## config.mk

```make
export PLATFORM = sky130hd
export DESIGN_NAME = instr_fetch
export DESIGN_NICKNAME = d
export VERILOG_FILES = /design/src/rtl/instr_fetch.sv
export SDC_FILE = /design/constraint.sdc
export NUM_CORES = 1
export LEC_CHECK = 0
export ABC_AREA = 0
export CAP_MARGIN = 0
export CORE_AREA = 10 10 109 111
export CTS_BUF_LIST = sky130_fd_sc_hd__clkbuf_4 sky130_fd_sc_hd__clkbuf_8
export CTS_CLUSTER_SIZE = 8
export DETAILED_ROUTE_END_ITERATION = 12
export DIE_AREA = 0 0 119 121
export PLACE_DENSITY = 0.92
export SETUP_SLACK_MARGIN = 0.02
export SLEW_MARGIN = 20
export SYNTH_ARGS = -nofsm -noshare
export SYNTH_HDL_FRONTEND = slang
export SYNTH_SLANG_ARGS = --single-unit
```

## constraint.sdc

```tcl
create_clock -name clk -period 2.48 [get_ports clk]
set_clock_uncertainty 0.2 [all_clocks]
set_input_delay 0.496 -clock clk [delete_from_list [all_inputs] [get_ports clk]]
set_output_delay 0.496 -clock clk [all_outputs]
set_load 0.01 [all_outputs]
```

## src/rtl/instr_fetch.sv

```systemverilog
// Multi-cycle instruction fetch stage: issues a req/ack memory transaction for the PC and latches IR and PC+4.
// Optional REQ timeout fault is enabled by defining IFETCH_TIMEOUT_EN.
module instr_fetch #(
  parameter int unsigned TIMEOUT_CYCLES = 16
) (
  input  logic        clk,
  input  logic        reset,
  input  logic [31:0] pc,
  input  logic        fetch_start,
  input  logic        flush,
  output logic        mem_req,
  output logic [31:0] mem_addr,
  input  logic        mem_ack,
  input  logic [31:0] mem_rdata,
  output logic [31:0] ir,
  output logic [31:0] pc_plus4,
  output logic        fetch_done,
  output logic        busy,
  output logic        fault,
  output logic [1:0]  fault_code
);

  typedef enum logic [1:0] {
    S_IDLE = 2'd0,
    S_REQ  = 2'd1,
    S_DONE = 2'd2,
    S_ERR  = 2'd3
  } state_t;

  state_t      state_q, state_d;
  logic [31:0] addr_q, addr_d;
  logic [31:0] ir_q, ir_d;
  logic [31:0] pc4_q, pc4_d;
  logic [1:0]  code_q, code_d;
  logic        timeout_s;

`ifdef IFETCH_TIMEOUT_EN
  logic [7:0] cnt_q, cnt_d;

  // Counter is held at zero outside REQ, so it is already clear on REQ entry.
  always_comb begin
    cnt_d = cnt_q;
    if (state_q != S_REQ) begin
      cnt_d = 8'd0;
    end else if (!mem_ack) begin
      cnt_d = cnt_q + 8'd1;
    end else begin
      cnt_d = cnt_q;
    end
  end

  always_ff @(posedge clk or negedge reset) begin
    if (!reset) begin
      cnt_q <= 8'd0;
    end else begin
      cnt_q <= cnt_d;
    end
  end

  assign timeout_s = (state_q == S_REQ) && !mem_ack &&
                     (cnt_q == 8'(TIMEOUT_CYCLES - 32'd1));
`else
  assign timeout_s = 1'b0;
`endif

  always_ff @(posedge clk or negedge reset) begin
    if (!reset) begin
      state_q <= S_IDLE;
    end else begin
      state_q <= state_d;
    end
  end

  // Flush takes priority over ack; an ack that arrives with the limit still wins over timeout.
  always_comb begin
    state_d = state_q;
    case (state_q)
      S_IDLE: begin
        if (fetch_start) begin
          if (pc[1:0] != 2'b00) begin
            state_d = S_ERR;
          end else begin
            state_d = S_REQ;
          end
        end else begin
          state_d = S_IDLE;
        end
      end
      S_REQ: begin
        if (flush) begin
          state_d = S_IDLE;
        end else if (mem_ack) begin
          state_d = S_DONE;
        end else if (timeout_s) begin
          state_d = S_ERR;
        end else begin
          state_d = S_REQ;
        end
      end
      S_DONE:  state_d = S_IDLE;
      S_ERR:   state_d = S_IDLE;
      default: state_d = S_IDLE;
    endcase
  end

  always_comb begin
    mem_req    = 1'b0;
    busy       = 1'b1;
    fetch_done = 1'b0;
    fault      = 1'b0;
    case (state_q)
      S_IDLE:  busy       = 1'b0;
      S_REQ:   mem_req    = 1'b1;
      S_DONE:  fetch_done = 1'b1;
      S_ERR:   fault      = 1'b1;
      default: busy       = 1'b0;
    endcase
  end

  // IR and PC+4 move only on an accepted, unflushed ack.
  always_comb begin
    addr_d = addr_q;
    ir_d   = ir_q;
    pc4_d  = pc4_q;
    code_d = code_q;
    if (state_q == S_IDLE && fetch_start) begin
      if (pc[1:0] != 2'b00) begin
        code_d = 2'b01;
      end else begin
        addr_d = pc;
      end
    end else if (state_q == S_REQ && !flush) begin
      if (mem_ack) begin
        ir_d  = mem_rdata;
        pc4_d = addr_q + 32'd4;
      end else if (timeout_s) begin
        code_d = 2'b10;
      end else begin
        code_d = code_q;
      end
    end else begin
      addr_d = addr_q;
    end
  end

  always_ff @(posedge clk or negedge reset) begin
    if (!reset) begin
      addr_q <= 32'h0000_0000;
      ir_q   <= 32'h0000_0000;
      pc4_q  <= 32'h0000_3004;
      code_q <= 2'b00;
    end else begin
      addr_q <= addr_d;
      ir_q   <= ir_d;
      pc4_q  <= pc4_d;
      code_q <= code_d;
    end
  end

  assign mem_addr   = addr_q;
  assign ir         = ir_q;
  assign pc_plus4   = pc4_q;
  assign fault_code = code_q;

endmodule
```

==> metrics.txt <==
outcome=complete, no violations; core box area=9639 um^2; CTS Root Cell=clkbuf_8; most instantiated library cell after synthesis=nand2_1; internal reg-to-reg setup slack=0.32 ns; setup violators final=0; clk slew on worst S/H paths=0.09 ns; Worst R2R Start=mem_addr[2]; syn_nets=479; Critical Path AT=1.61 ns; cell taking the most area after synthesis=dfrtp_1; routed wire length=12,140 um; # DRC=0; Sink Count=99; Antenna Cells=0; GRT Overall Usage=0.1680; Slew Viols, Final=0; Routed wire per std cell=16.96 um; drt initial violations=181; Max stage delay on crit path=0.58 ns; Slew headroom=0.6288; Setup WS pre-CTS=0.2811 ns; crit-path cells=nor2b_1 > clkdlybuf4s50_1; Post-synth top flop=dfrtp_1; drt via density=4.844; clk_lat worst skew=0.35 ns; CP Capture Type=output port; synthesis warning total=0; Crit Path Class=register to output port; Std-Cell Rows=36; hpwl dp=9568 um; 1st-pass router iterations=4; CTS tree=yes; Final TNS setup=0 ns; Synth Area per Inst=10.37 um^2; first-pass GRT wire length=19,730 um; post-synthesis sequential area ratio=0.5850; DIE AREA=14,400 um^2; Post-synth top cells=nand2_1, dfrtp_1, mux2_1; Cell variety after synth=32; total congestion overflow=0; Buffers on Ports=169; layout cell share with drive strength beyond 1=0.06346; worst r2r dst=pc_plus4[30]; post-synth top area share=0.5664; synth top area cells=dfrtp_1, nand2_1, mux2_1; CTS buffer count=9; H-tree levels=3; EDFF count, synth=0; final period utilization=0.9281; crit path to=mem_req; Fmax=434.5 MHz; Antenna Nets Post-Route=0; Mapped Cells=409; Post-synth ARST share=1.000; Final WS setup=0.1783 ns; Post CTS Setup Buffer Count=0; Hold WC Path Type=register to register; Req. time, crit path=1.78 ns; MaxCap Viol Count=0; crit path max fanout=5; largest net degree at the start of global routing=67; antenna violations before repair=0; io pins=171; Final GP Congestion=0.7670; Hold Crit Depth=2; Pleak=0.002768 uW; reg2reg path depth=6; crit start category=register; Critical-path top delay cell=clkdlybuf4s50_1; number of global-route vias before repair=3,754; Inst Count DP=699; pwr/cell area=1033 nW/um^2; # nets final=648; Final Hold Viols=0; cell area after synthesis=4242 um^2; Initial Util=0.4400; Period minus WS final=2.302 ns; via count=3,468; RSZ-0062 raised after global routing=no; Syn-to-layout area delta=48.64%; Slew @ Worst Pin=0.5567 ns; Die X=119 um; Seq cells post-synth=99; fin cells=716; die height=121 um; Worst VDD drop=0.5097 mV; worst setup path startpoint=state_q[0]; clock tree buffer depth=2
[cells by family (layout without fill, tap and decap cells)]
kind of cell    count (synthesis)  count (layout)  synth area share
compound gates                 31              31           0.04159
xor+xnor                       28              28           0.05782
fa+ha+maj                       1               1          0.002949
buf+inv                        23             197           0.02331
flops                          99              99            0.5850
mux                            31              31           0.08201
other cells                     1               1         0.0008841
simple gates                  195             195            0.2065
[worst min path at each step]
stage,from,to
after floorplan,reset,fault_code[0]
after global placement,pc_plus4[12],pc_plus4[12]
after detailed placement,pc_plus4[12],pc_plus4[12]
after CTS,pc_plus4[12],pc_plus4[12]
after global routing,pc_plus4[12],pc_plus4[12]
final,pc_plus4[12],pc_plus4[12]
[layer usage]
metal	part of all wire	GRT usage	vias to the layer above	routed length [um]
met1	0.40	0.1894	1676	4876
met3	0.050	0.04188	16	612
li1	-	-	1682	-
met4	0.021	0.06641	0	260
met2	0.53	0.2988	94	6394
met5	0	0	-	0
[report_power, final]
part	switching [uW]	total, uW	internal, uW
clock network	538	1050	516
logic	1160	2690	1530
registers	530	2770	2240
[registers in the layout, summed over array words and instances, names as in the netlist]
register and cells:
fault_code 1, ir 32, mem_addr 32, pc_plus4 32, state_q 2
[area by class of cell]
type	instances	area, um^2
inverter	5	18.77
clock inverter	4	50.05
clock buffer	12	152.6
sequential	99	2481
timing repair buffer	176	1769
tap	133	166.4
multi-input combinational	287	1667
fill	779	3334
[placed cells by master (no fill, tap or decap), drive strengths merged, types with 2 or more instances in the layout]
master         count
mux2              30
o21ai             30
nand3             14
dfrtp             96
nor2b              2
and3               3
dfstp              3
nor4               4
and2               3
nor2              11
buf                7
clkdlybuf4s50    168
xor2              19
clkbuf            12
nand2            141
inv                5
xnor2              9
nand4             10
nand3b             2
nor3               3
clkinvlp           2
[worst max-delay path: cells and delay by family, from the launching register on]
kind                   cells  cell delay, ns
flip-flops                 1            0.43
buffers and inverters      1            0.58
AND/OR/NAND/NOR            1            0.24
[through the flow]
| stage | hold WS (ns) | area, um^2 | power, uW | util |
|---|---|---|---|---|
| detailed placement | 0.2572 | 6092 | 5541 | 0.6320 |
| CTS | 0.2711 | 6305 | 6601 | 0.6541 |
| global route | 0.3009 | 6305 | 6931 | 0.6541 |
| floorplan | 0.0004090 | 4242 | 3757 | - |
| global placement | 0.2506 | 6092 | 5419 | 0.6320 |
| finish | 0.2668 | 6305 | 6511 | 0.6541 |
[what timing repair did]
action / CTS / global route
hold buffers: 1 / 0
resized for setup: 0 / 0
endpoints found under the hold margin: 39 / 0
No activity file was read; power rests on OpenSTA's default activity.
